===== src/rtl/seg7_readback.sv =====
// seg7_readback: monitor path that turns the scanned, active-low 7-segment
// bus back into hex nibbles.
//
// Each (segment, anode) pair is registered, and a capture event fires once
// the pair has stayed unchanged for STABLE_CYCLES samples. The event is
// ignored unless the anode is one-hot. It is then decoded against the
// inverse of the standard hex-to-segment table, written into a per-digit
// shadow bank, and offered on a valid/ready stream when the digit's value
// is new or has changed.
//
// Optional feature: define SEG7_RB_BLANK_EN to accept the all-segments-off
// pattern (7'b1111111) as a legal "blank". A blank clears the digit's
// bank_valid bit. With the macro undefined, that pattern is undecodable and
// pulses bad_pattern.
//
// digit_idx is 3 bits wide, so DIGITS may be at most 8.

module seg7_readback #(
    parameter int DIGITS        = 8,
    parameter int STABLE_CYCLES = 4
) (
    input  logic                  clk,
    input  logic                  rst,
    input  logic [6:0]            seg_in,
    input  logic [DIGITS-1:0]     an_in,
    output logic                  digit_valid,
    input  logic                  digit_ready,
    output logic [2:0]            digit_idx,
    output logic [3:0]            digit_val,
    output logic [4*DIGITS-1:0]   hex_bank,
    output logic [DIGITS-1:0]     bank_valid,
    output logic                  bad_pattern,
    output logic                  overrun
);

    // Stability counter width: it only has to reach STABLE_CYCLES-1.
    localparam int CNT_W = (STABLE_CYCLES > 2) ? $clog2(STABLE_CYCLES) : 1;
    localparam logic [CNT_W-1:0] CNT_MAX = CNT_W'(STABLE_CYCLES - 1);
    localparam logic [CNT_W-1:0] CNT_PRE = CNT_W'(STABLE_CYCLES - 2);
    localparam int ZW = $clog2(DIGITS + 1);

    typedef enum logic {
        IDLE,
        HOLD
    } state_t;

    // ------------------------------------------------------------------
    // Input stage and settle detection
    // ------------------------------------------------------------------
    logic [6:0]        s_seg;
    logic [DIGITS-1:0] s_an;
    logic [CNT_W-1:0]  stab_cnt;
    logic              arm;       // capture event, valid for one cycle
    logic              sample_changed;

    assign sample_changed = (seg_in != s_seg) || (an_in != s_an);

    // Register the bus every cycle and count how long the pair has stayed put;
    // arm fires on the single cycle the count first reaches its saturation value.
    always_ff @(posedge clk) begin
        // NOTE: every register in a clocked block takes a non-blocking
        // assignment, so all of them update from the same pre-edge values.
        if (rst) begin
            s_seg    <= '1;
            s_an     <= '1;
            stab_cnt <= '0;
            arm      <= 1'b0;
        end else begin
            s_seg <= seg_in;
            s_an  <= an_in;
            if (sample_changed) begin
                stab_cnt <= '0;
                arm      <= 1'b0;
            end else if (stab_cnt != CNT_MAX) begin
                stab_cnt <= stab_cnt + 1'b1;
                arm      <= (stab_cnt == CNT_PRE);
            end else begin
                arm      <= 1'b0;
            end
        end
    end

    // ------------------------------------------------------------------
    // Anode check: exactly one active (zero) bit selects the digit
    // ------------------------------------------------------------------
    logic [ZW-1:0] an_zeros;
    logic [2:0]    an_idx;
    logic          an_one_hot;

    // Count the active anodes and remember which one is active.
    always_comb begin
        // NOTE: every variable gets a default before the loop and the
        // branches, so no path leaves it unassigned and no latch is inferred.
        an_zeros = '0;
        an_idx   = '0;
        for (int i = 0; i < DIGITS; i++) begin
            if (!s_an[i]) begin
                an_zeros = an_zeros + 1'b1;
                an_idx   = 3'(i);
            end
        end
    end

    assign an_one_hot = (an_zeros == ZW'(1));

    // ------------------------------------------------------------------
    // Segment decode: inverse of the hex-to-segment encoding (bit6=g..bit0=a)
    // ------------------------------------------------------------------
    logic       dec_ok;
    logic [3:0] dec_val;
    logic       seg_blank;

    // Map the settled segment pattern back to its hex value.
    always_comb begin
        dec_ok  = 1'b1;
        dec_val = 4'h0;
        case (s_seg)
            7'b1000000: dec_val = 4'h0;
            7'b1111001: dec_val = 4'h1;
            7'b0100100: dec_val = 4'h2;
            7'b0110000: dec_val = 4'h3;
            7'b0011001: dec_val = 4'h4;
            7'b0010010: dec_val = 4'h5;
            7'b0000010: dec_val = 4'h6;
            7'b1111000: dec_val = 4'h7;
            7'b0000000: dec_val = 4'h8;
            7'b0010000: dec_val = 4'h9;
            7'b0001000: dec_val = 4'hA;
            7'b0000011: dec_val = 4'hB;
            7'b1000110: dec_val = 4'hC;
            7'b0100001: dec_val = 4'hD;
            7'b0000110: dec_val = 4'hE;
            7'b0001110: dec_val = 4'hF;
            default:    dec_ok  = 1'b0;
        endcase
    end

    assign seg_blank = (s_seg == 7'b1111111);

    // ------------------------------------------------------------------
    // Event qualification
    // ------------------------------------------------------------------
    logic       ev_digit;     // settled pattern addressed to one digit
    logic       ev_good;      // ... and it decodes
    logic [3:0] bank_cur;     // current shadow nibble of that digit
    logic       offer;        // decoded value is new or changed

    assign ev_digit = arm && an_one_hot;
    assign ev_good  = ev_digit && dec_ok;
    assign bank_cur = hex_bank[{an_idx, 2'b00} +: 4];
    assign offer    = ev_good && (!bank_valid[an_idx] || (bank_cur != dec_val));

    // ------------------------------------------------------------------
    // Shadow bank and bad-pattern pulse
    // ------------------------------------------------------------------

    // Write decoded values into the bank; flag undecodable captures for one cycle.
    always_ff @(posedge clk) begin
        // NOTE: the bank is a handful of flops observed directly on the
        // ports, so it is cleared by reset like any other state register.
        if (rst) begin
            hex_bank    <= '0;
            bank_valid  <= '0;
            bad_pattern <= 1'b0;
        end else begin
            bad_pattern <= 1'b0;
            if (ev_digit) begin
                if (dec_ok) begin
                    hex_bank[{an_idx, 2'b00} +: 4] <= dec_val;
                    bank_valid[an_idx]             <= 1'b1;
                end
`ifdef SEG7_RB_BLANK_EN
                else if (seg_blank) begin
                    // Blanked digit: forget it was valid, keep the last nibble.
                    bank_valid[an_idx] <= 1'b0;
                end
`endif
                else begin
                    bad_pattern <= 1'b1;
                end
            end
        end
    end

`ifndef SEG7_RB_BLANK_EN
    // Without the blank feature the all-off pattern is just another
    // undecodable value handled by the default decode path above.
    logic unused_blank;
    assign unused_blank = seg_blank;
`endif

    // ------------------------------------------------------------------
    // Output stream FSM
    // ------------------------------------------------------------------
    state_t state;

    // Hold one item until accepted; anything offered meanwhile is dropped
    // and remembered in the sticky overrun flag.
    always_ff @(posedge clk) begin
        if (rst) begin
            state       <= IDLE;
            digit_valid <= 1'b0;
            digit_idx   <= '0;
            digit_val   <= '0;
            overrun     <= 1'b0;
        end else begin
            case (state)
                IDLE: begin
                    if (offer) begin
                        digit_idx   <= an_idx;
                        digit_val   <= dec_val;
                        digit_valid <= 1'b1;
                        state       <= HOLD;
                    end
                end
                HOLD: begin
                    if (offer) begin
                        overrun <= 1'b1;
                    end
                    if (digit_ready) begin
                        digit_valid <= 1'b0;
                        state       <= IDLE;
                    end
                end
                default: begin
                    digit_valid <= 1'b0;
                    state       <= IDLE;
                end
            endcase
        end
    end

endmodule


===== config.mk =====
export PLATFORM = sky130hd
export DESIGN_NAME = seg7_readback
export DESIGN_NICKNAME = d
export VERILOG_FILES = /design/src/rtl/seg7_readback.sv
export SDC_FILE = /design/constraint.sdc
export NUM_CORES = 1
export LEC_CHECK = 0
export ABC_AREA = 1
export CAP_MARGIN = 20
export CORE_MARGIN = 2
export CORE_UTILIZATION = 50
export CTS_CLUSTER_SIZE = 12
export DETAILED_ROUTE_END_ITERATION = 7
export MAX_ROUTING_LAYER = met4
export PLACE_DENSITY = 0.83
export SKIP_LAST_GASP = 1
export SLEW_MARGIN = 15
export SYNTH_ARGS = -nofsm -noshare
export SYNTH_HDL_FRONTEND = slang
export SYNTH_SLANG_ARGS = --single-unit

===== constraint.sdc =====
create_clock -name clk -period 6.03 [get_ports clk]
set_clock_uncertainty 0.1 [all_clocks]
set_input_delay 1.206 -clock clk [delete_from_list [all_inputs] [get_ports clk]]
set_output_delay 1.206 -clock clk [all_outputs]
set_load 0.02 [all_outputs]

==> results.md <==
| Parameter | Reported |
|:---|:---|
| Die area | 0.00966 mm² |
| Number of nets in the synthesized netlist | 735 |
| Detailed-placement wirelength estimate | 9.30 mm |
| Number of flops mapped to enable cells by yosys | 0 |
| Fill count | 806 |
| Critical Setup Path Class | flop to flop |
| Fraction of the yosys area taken by sequential cells | 0.311 |
| Int Power | 775 µW |
| Total Routed Length | 12.7 mm |
| Standby leakage power | 0.00248 µW |
| Area occupied by multi-input gates | 0.00254 mm² |
| Most frequent CP cell | sky130_fd_sc_hd__nand2_1 |
| Maximum level of the CTS H-tree | 3 |
| Worst hold endpoint | overrun$_SDFFE_PP0P_ |
| Total global routing overflow | 0 |
| Hold/Removal Path Class | flop to flop |
| Number of pins exceeding their max-slew limit in the final report | 0 |
| Fraction of synthesized cell area taken by the top area cell type | 0.311 |
| Total setup buffers inserted after CTS | 0 |
| Number of storage elements in the synthesis netlist | 69 |
| Peak supply drop | 0.118 mV |
| Worst-Skew Late Latency | 0.36 ns |
| Result of the run | finished, final reports clean |
| Unrepaired setup endpoints after global routing | false |
| Vias in the first global route | 4468 |
| Clock slew at the register clock pins of the worst setup and hold paths | 0.08 ns |
| Distinct cell type count of the synthesized netlist | 38 |
| Fmax | 197 MHz |
| Average size of a mapped cell | 6.32 µm² |
| Critical path endpoint category | flop |
| Crit Reg-Reg Startpoint | s_an[0]$_SDFF_PP1_ |
| Average wire per cell in the routed design | 14.6 µm |
| Sw Pwr | 332 µW |
| GPL Wtd Cong | 0.976 |
| Total of endpoints with negative setup slack in the final report | 0 |
| Minimum clock period | 5.07 ns |
| Antenna Nets Post-Route | 0 |
| Global-route total usage across every layer | 0.274 |
| Hold Path Depth | 2 |
| Top post-synthesis cells by area | sky130_fd_sc_hd__dfxtp_1, sky130_fd_sc_hd__nand2_1, sky130_fd_sc_hd__inv_1, sky130_fd_sc_hd__nand3_1, sky130_fd_sc_hd__nor2_1 |
| Part of the total power dissipated in sequential elements | 0.424 |
| Relative contribution of combinational cells to total power | 0.174 |
| Std-Cell Rows | 34 |
| Number of ports placed on the die boundary | 68 |
| Proportion of power drawn by the clock network | 0.402 |
| Wire length of the first global-routing pass | 21.1 mm |
| Final setup TNS | 0 ns |
| Die boundary width | 98.3 µm |
| Critical-path cell with the highest stage delay | sky130_fd_sc_hd__nor2_8 |
| Ant diodes | 0 |
| Clock tree from TritonCTS | built |
| Critical path data arrival time | 5.27 ns |
| Leading post-synthesis cells by instance count | sky130_fd_sc_hd__nand2_1, sky130_fd_sc_hd__inv_1, sky130_fd_sc_hd__nor2_1 |
| Worst slew pin tran | 0.865 ns |
| Overall Power | 1110 µW |
| Layout cells sized above 1 | 0.0788 |
| Area Growth Syn to Fin | 20.6% |
| Die height | 98.3 µm |
| Share of synthesized flip-flops with an asynchronous set or reset | 0 |
| Placeable Area | 0.00868 mm² |
| Top-count cell post-synth | sky130_fd_sc_hd__nand2_1 |
| Number of warnings reported in the yosys synthesis log | 0 |
| Quantity of gates resized following cts | 0 |
| Switching Fraction | 0.300 |
| Pre-Repair DR Iteration Count | 6 |
| Worst-case reg-to-reg path depth | 29 |
| Hold buffers post-CTS | 0 |
| Startpoint of the worst hold path | overrun$_SDFFE_PP0P_ |
| Dominant cell type by area after synthesis | sky130_fd_sc_hd__dfxtp_1 |
| Max-cap violations | 0 |
| Max FO, Critical Path | 36 |
| Worst max-slew margin expressed relative to the limit | 0.421 |
| Area of all sequential standard cells | 0.00138 mm² |
| Via count normalized by instance count | 5.59 |
| Cell count after synthesis | 703 |
| Power density of the placed cells | 207 mW/mm² |
| CTS Buf Count | 9 |
| Biggest cell delay along the critical path | 0.41 ns |
| Iteration-0 DRC count of the detailed router | 422 |
| Reg2Reg Capture Point | digit_idx[1]$_SDFFE_PP0P_ |
| DRC Markers | 0 |
| Element type at the critical path start | flop |
| Pin count of the biggest net entering global routing | 47 |
| Clk sinks | 69 |
| Final number of hold-violating endpoints | 0 |
| Antenna violations before repair | 0 |
| Layout net count | 788 |
| Data required time of the worst path | 6.22 ns |
| Number of I/O port buffers | 67 |
| Via total after detailed routing | 4860 |
| Final critical-path share of the clock period | 0.841 |
| Starting density of the core | 0.512 |
| Prevailing post-synth register cell | sky130_fd_sc_hd__dfxtp_1 |
| CTS root buffer | sky130_fd_sc_hd__clkbuf_8 |
| Clock buffer depth | 2 |
| Combined area of all synthesized cells | 0.00444 mm² |
| Setup slack, reg-to-reg | 0.96 ns |
## worst max-delay path by stage
| stage | endpoint | cells after the start | slack (ns) | startpoint |
|---|---|---|---|---|
| 2_1_floorplan | hex_bank[0]$_SDFFE_PP0P_ | 29 | 1.68 | s_an[1]$_SDFF_PP1_ |
| 3_3_place_gp | hex_bank[8]$_SDFFE_PP0P_ | 28 | 1.25 | s_an[1]$_SDFF_PP1_ |
| 3_5_place_dp | digit_idx[1]$_SDFFE_PP0P_ | 29 | 1.03 | s_an[1]$_SDFF_PP1_ |
| 5_1_grt | hex_bank[9]$_SDFFE_PP0P_ | 28 | 0.64 | s_an[1]$_SDFF_PP1_ |
| 6_report | digit_idx[1]$_SDFFE_PP0P_ | 29 | 0.96 | s_an[0]$_SDFF_PP1_ |
| 4_1_cts | digit_idx[2]$_SDFFE_PP0P_ | 29 | 0.99 | s_an[1]$_SDFF_PP1_ |
## cell type report
| cell class | instances | share of cell area |
|---|---|---|
| flip-flops and latches | 69 | 0.258 |
| clock buffers | 12 | 0.0290 |
| clock inverters | 4 | 0.0131 |
| repair buffers | 71 | 0.131 |
| inverters | 100 | 0.0701 |
| well taps | 108 | 0.0252 |
| multi-input cells | 505 | 0.474 |
## per-stage QoR
step / hold slack, ns / std cells / setup WS, ns / cell area, µm² / utilization
2_1_floorplan: 0.370 / 703 / 1.68 / 4440 / -
3_3_place_gp: 0.340 / 853 / 1.25 / 5130 / 0.591
3_5_place_dp: 0.342 / 853 / 1.03 / 5130 / 0.591
4_1_cts: 0.362 / 869 / 0.989 / 5360 / 0.617
5_1_grt: 0.372 / 869 / 0.638 / 5360 / 0.617
6_report: 0.358 / 869 / 0.956 / 5360 / 0.617
## cells in the final DEF, fill, tap and decap left out, drive strengths merged
master and instances:
inv 99, or2 10, nand3 74, mux2i 1, nor4 5, o21bai 1, ha 14, clkbuf 12
clkinv 3, nand4 19, nand3b 5, clkdlybuf4s50 67, nor3 20, dfxtp 69, bufinv 2, buf 4
o2111ai 2, xor2 2, nor2 88, nor3b 1, xnor2 2, a31oi 4, a21oi 38, o21ai 22
a2111oi 1, o22ai 7, nand2 189
## flip-flops by register name, indices dropped and copies added, names as in the netlist
signal,flops
s_an,8
s_seg,7
digit_idx,3
bad_pattern,1
arm,1
state,1
stab_cnt,2
digit_val,4
bank_valid,8
overrun,1
hex_bank,32
digit_valid,1
## power groups by stage
stage	registers, µW	logic (µW)	clock network [µW]
after floorplan	476	143	0
after global placement	479	183	0
after detailed placement	480	187	0
after CTS	469	188	442
after global routing	470	215	461
final	469	193	445
## per-layer routing
metal / track usage / vias up / share of wire
met2: 0.443 / 201 / 0.46
met3: 0.0379 / 43 / 0.073
met5: - / - / 0
met4: 0.0927 / 0 / 0.028
met1: 0.355 / 2260 / 0.44
li1: - / 2356 / -
## critical path, delay by kind of cell (launching register included)
kind | cells | cell delay (ns)
AND/OR/NAND/NOR | 18 | 2.49
adder cells (fa/ha/maj) | 6 | 1.69
flip-flops | 1 | 0.35
buffers and inverters | 4 | 0.26
AO/OA/AOI/OAI | 1 | 0.11
## cell families (layout without fill, tap and decap cells)
kind of cell | count (synthesis) | after routing | synth area share
AND/OR/NAND/NOR | 411 | 411 | 0.431
buffers and inverters | 129 | 187 | 0.117
AO/OA/AOI/OAI | 75 | 75 | 0.0907
flip-flops | 69 | 69 | 0.311
adder cells (fa/ha/maj) | 14 | 14 | 0.0394
XOR/XNOR | 4 | 4 | 0.00789
multiplexers | 1 | 1 | 0.00225
Power figures use the tool's default switching activity.
==> patch 1 (same flow settings) <==
Set the parameter `STABLE_CYCLES` to 8 (it was 4).
--- a/src/rtl/seg7_readback.sv
+++ b/src/rtl/seg7_readback.sv
@@ -17,7 +17,7 @@
 
 module seg7_readback #(
     parameter int DIGITS        = 8,
-    parameter int STABLE_CYCLES = 4
+    parameter int STABLE_CYCLES = 8
 ) (
     input  logic                  clk,
     input  logic                  rst,
Check against the original RTL: not equivalent (a bounded check fails within 10 cycles, from zero or initial values and one cycle with rst high).
==> patch 1 against the original RTL <==
Via count is 1.3% lower. Sequential cell count is 1 higher. Synthesized area is 1.0% higher. Cell area is 0.63% lower. Wire length is 2.8% lower. Core utilization is 0.69 points lower. Worst setup slack better by 79 ps. Total power is 5.4% lower. Critical path type unchanged. Largest cell class unchanged. Largest power group unchanged. Highest routed layer unchanged.
==> patch 1: results (changes against the original RTL) <==
Synthesis
  – Yosys cell types: 42 (+11%)
  – Mapped Cells: 701 (-0.28%)
  – Synth top area cells: dfxtp_1 31%, nand2_1 15%, nand3_1 7.7%, nor2_1 7.6%, inv_1 7.1%
  – Top cells by count, synth: 180 x nand2_1, 91 x nor2_1, 85 x inv_1
  – Syn Nets: 733 (-0.27%)
  – Synth warnings: 0 (unchanged)
  – Sequential area share after synthesis: 31.2% (+0.13 points)

Setup path
  – CP max stage delay: 370 ps (-40 ps)
  – Reg2reg start: s_an[1]
  – Worst-path maximum fanout: 33 (-8.3%)
  – CP endpoint: digit_val[2]
  – Worst reg-to-reg path cell count: 29 (unchanged)
  – Worst path slowest cell: dfxtp_1
  – Worst reg2reg setup slack: 1030 ps (+80 ps)
  – WP data arrival: 5190 ps (-80 ps)

Global routing
  – Total track usage: 26.4% (-1.0 points)
  – First-pass GRT wire length: 20.5 mm (-2.9%)
  – Number of global-route vias before repair: 4346 (-2.7%)
  – Pin count of the biggest net entering global routing: 35 (-26%)

Detailed routing
  – First-pass iteration count of the detailed router: 8 (+2)
  – Via count: 4799 (-1.3%)
  – Avg WL per Cell: 14.3 µm (-2.4%)
  – DRT iter0 DRCs: 399 (-5.5%)
  – Via-per-instance ratio: 5.55 (-0.80%)

Finish
  – Ratio of cells with drive above 1 in the final layout: 8.06% (+0.17 points)
  – Fillers: 821 (+1.9%)
  – Fin nets: 784 (-0.51%)

Clock tree
  – Clock Tree Buf Depth: 2 (unchanged)
  – CTS resizes: 0 (unchanged)

Timing
  – Period utilisation layout: 82.8% (-1.3 points)
  – Max_slew headroom: 30.2% (-12 points)

Placed design
  – Placed cell area: 5130 µm² (about the same)
  – DP HPWL: 9.22 mm (-0.92%)
  – Placer Congestion: 0.924 (-5.3%)
  – Pre-CTS setup slack: 1080 ps (+55.8 ps)
  – Placed Cells incl. Taps: 849 (-0.47%)

Outcome
  – Status: finished, final reports clean

Power and ir drop
  – VDD IR-drop max: 0.108 mV (-8.6%)
  – P_leak: 2.42 nW (-2.2%)
## patch 1: cell count changes after synthesis, sizes merged, moves of 4 or more
cell,delta
a21oi,-5
clkbuf,-6
nor3,-5
nor2,+7
inv,-4
buf,+6
o21ai,-7
nand4,+5
## patch 1: routing by layer
layer | up-vias | part of all wire, % | global-route usage (%)
li1 | 2362 | - | -
met1 | 2172 | 45 | 35.7
met2 | 236 | 45 | 40.6
met3 | 29 | 8.5 | 4.75
met4 | 0 | 1.8 | 7.80
met5 | - | 0 | -
## patch 1: final cells by class
| cell class | instances | area (µm²) | share of cell area (%) |
|---|---|---|---|
| Tap cell | 108 | 135 | 2.54 |
| Sequential cell | 70 | 1400 | 26.3 |
| Inverter | 96 | 365 | 6.86 |
| Clock buffer | 10 | 128 | 2.40 |
| Clock inverter | 6 | 62.6 | 1.18 |
| Timing Repair Buffer | 69 | 686 | 12.9 |
| Multi-Input combinational cell | 506 | 2550 | 47.8 |
## patch 1: logic make-up after synthesis
family                   Yosys count  share of synthesized area (%)
AO/OA/AOI/OAI                     65                           8.25
buffers and inverters            125                           12.0
adder cells (fa/ha/maj)           14                           3.90
flip-flops                        70                           31.2
XOR/XNOR                           3                          0.586
multiplexers                       2                          0.446
AND/OR/NAND/NOR                  422                           43.5
## patch 1: how the worst min path moves through the flow
stage,slack [ps],endpoint,startpoint
2_1_floorplan,360,arm,stab_cnt[2]
3_3_place_gp,340,digit_valid,digit_valid
3_5_place_dp,350,digit_valid,digit_valid
4_1_cts,360,digit_valid,digit_valid
5_1_grt,400,digit_valid,digit_valid
6_report,360,digit_valid,digit_valid
## patch 1: power breakdown
part / switching [mW] / internal [mW]
combinational: 0.131 / 0.0611
clock: 0.185 / 0.190
sequential: 0.0119 / 0.467
total: 0.328 / 0.719
==> patch 2 (same flow settings) <==
Without the edit above. Register the output `digit_val` once more, with the module's reset; this adds one clock of latency there. The other outputs are not delayed to match.
--- a/src/rtl/seg7_readback.sv
+++ b/src/rtl/seg7_readback.sv
@@ -43,6 +43,8 @@
         IDLE,
         HOLD
     } state_t;
+
+    logic [3:0] digit_val_s0;
 
     // ------------------------------------------------------------------
     // Input stage and settle detection
@@ -201,14 +203,14 @@
             state       <= IDLE;
             digit_valid <= 1'b0;
             digit_idx   <= '0;
-            digit_val   <= '0;
+            digit_val_s0 <= '0;
             overrun     <= 1'b0;
         end else begin
             case (state)
                 IDLE: begin
                     if (offer) begin
                         digit_idx   <= an_idx;
-                        digit_val   <= dec_val;
+                        digit_val_s0 <= dec_val;
                         digit_valid <= 1'b1;
                         state       <= HOLD;
                     end
@@ -230,5 +232,13 @@
         end
     end
 
+    always_ff @(posedge clk) begin
+        if (rst) begin
+            digit_val <= '0;
+        end else begin
+            digit_val <= digit_val_s0;
+        end
+    end
+
 endmodule
 
Formal check against the unedited RTL: not equivalent (Yosys sat finds a counterexample within 10 cycles, from zero or initial values and one cycle with rst high).
==> patch 2 against the original RTL <==
Synthesized cell count increased by 0.57%. Largest cell class unchanged. Global-route usage shrank 1.8 points. Combinational power up 5%. Synthesized area is 3.0% higher. Wire length decreased by 6.0%. Die area grew 2.9%. Clock power decreased by 7.6%. Via count shrank 2.0%. Highest routed layer unchanged. Sequential cell count up 4. Total power increased by 0.33%. Worst setup slack better by 6.7 ps. Cell area grew 1.5%. Largest power group unchanged. Cell count increased by 0.69%.
==> patch 2: results (changes against the original RTL) <==
Outcome
  – Status: finished, final reports clean

Placed design
  – Placer Congestion: 0.972 (-0.42%)
  – Placed cell area: 5230 µm² (+1.8%)
  – Placed Cells incl. Taps: 859 (+0.70%)
  – DP HPWL: 9.00 mm (-3.3%)
  – Pre-CTS setup slack: 1040 ps (+7.63 ps)

Global routing
  – Met2 Usage GRT: 39.3% (-4.9 points)
  – Pin count of the biggest net entering global routing: 54 (+15%)
  – Total track usage: 25.6% (-1.8 points)
  – First-pass GRT wire length: 20.2 mm (-4.2%)
  – GR Util met3: 5.06% (+1.3 points)

Synthesis
  – Syn Nets: 738 (+0.41%)
  – Mux contribution to synthesized area: 0% (-0.23 points)
  – Synth top area cells: dfxtp_1 32%, nand2_1 15%, nand3_1 9.5%, inv_1 6.6%, nor2_1 6.2%
  – Synth Area in Compound Gates: 8.20% (-0.87 points)
  – XOR/XNOR share of the synthesized area: 0.957% (+0.17 points)
  – Top cells by count, synth: 182 x nand2_1, 87 x nand3_1, 81 x inv_1
  – Yosys cell types: 41 (+7.9%)
  – Adder-cell area share of the yosys netlist: 3.55% (-0.39 points)

Detailed routing
  – Metal3 WL: 818 µm (-11%)
  – Met1 Wirelength: 5.44 mm (-2.4%)
  – Avg WL per Cell: 13.7 µm (-6.6%)
  – First-pass iteration count of the detailed router: 5 (-1)
  – Via-per-instance ratio: 5.44 (-2.7%)
  – WL met2: 5.40 mm (-7.9%)
  – DRT iter0 DRCs: 344 (-18%)

Timing
  – Worst-margin pin slew: 923 ps (+57.7 ps)
  – Setup ws final: 963 ps (+6.70 ps)

Setup path
  – Worst reg-to-reg path cell count: 28 (-3.4%)
  – Critical Path Start: s_an[1]
  – Worst-path maximum fanout: 53 (+47%)
  – WP data arrival: 5160 ps (-110 ps)
  – CP endpoint: hex_bank[24]

Finish
  – Ratio of cells with drive above 1 in the final layout: 10.0% (+2.2 points)
  – Finished Layout Cells: 875 (+0.69%)
  – Fillers: 834 (+3.5%)
  – Diode count: 0 (unchanged)
  – Fin nets: 793 (+0.63%)
  – Seq. cell area: 1460 µm² (+5.8%)

Power and ir drop
  – Cell internal pwr: 760 µW (-1.9%)
  – VDD IR-drop max: 0.141 mV (+20%)
  – P_leak: 2.37 nW (-4.4%)

Worst hold path
  – Hold Path Origin: digit_val_s0[2]
## patch 2: changes by cell type after synthesis, sizes merged, moves of 4 or more
cell / change
clkbuf: -7
o21ai: -12
nor2: -5
nand3: +22
nand2: +8
inv: -7
nand4: -5
a21oi: +8
dfxtp: +4
## patch 2: layout make-up
type | count | area share [%]
Clock inverter | 6 | 1.33
Clock buffer | 10 | 2.53
Timing Repair Buffer | 68 | 12.4
Inverter | 96 | 6.67
Sequential cell | 73 | 26.9
Multi-Input combinational cell | 514 | 47.7
Tap cell | 108 | 2.49
## patch 2: cells by family after synthesis
group,after synthesis
AO/OA/AOI/OAI,68
XOR/XNOR,5
adder cells (fa/ha/maj),13
buffers and inverters,120
flip-flops,73
AND/OR/NAND/NOR,428
## patch 2: power groups by stage
stage	registers, mW	logic, mW	clock network, mW
4_1_cts	0.496	0.200	0.416
5_1_grt	0.498	0.230	0.434
6_report	0.496	0.203	0.411
2_1_floorplan	0.502	0.161	0
3_5_place_dp	0.508	0.199	0
3_3_place_gp	0.507	0.194	0
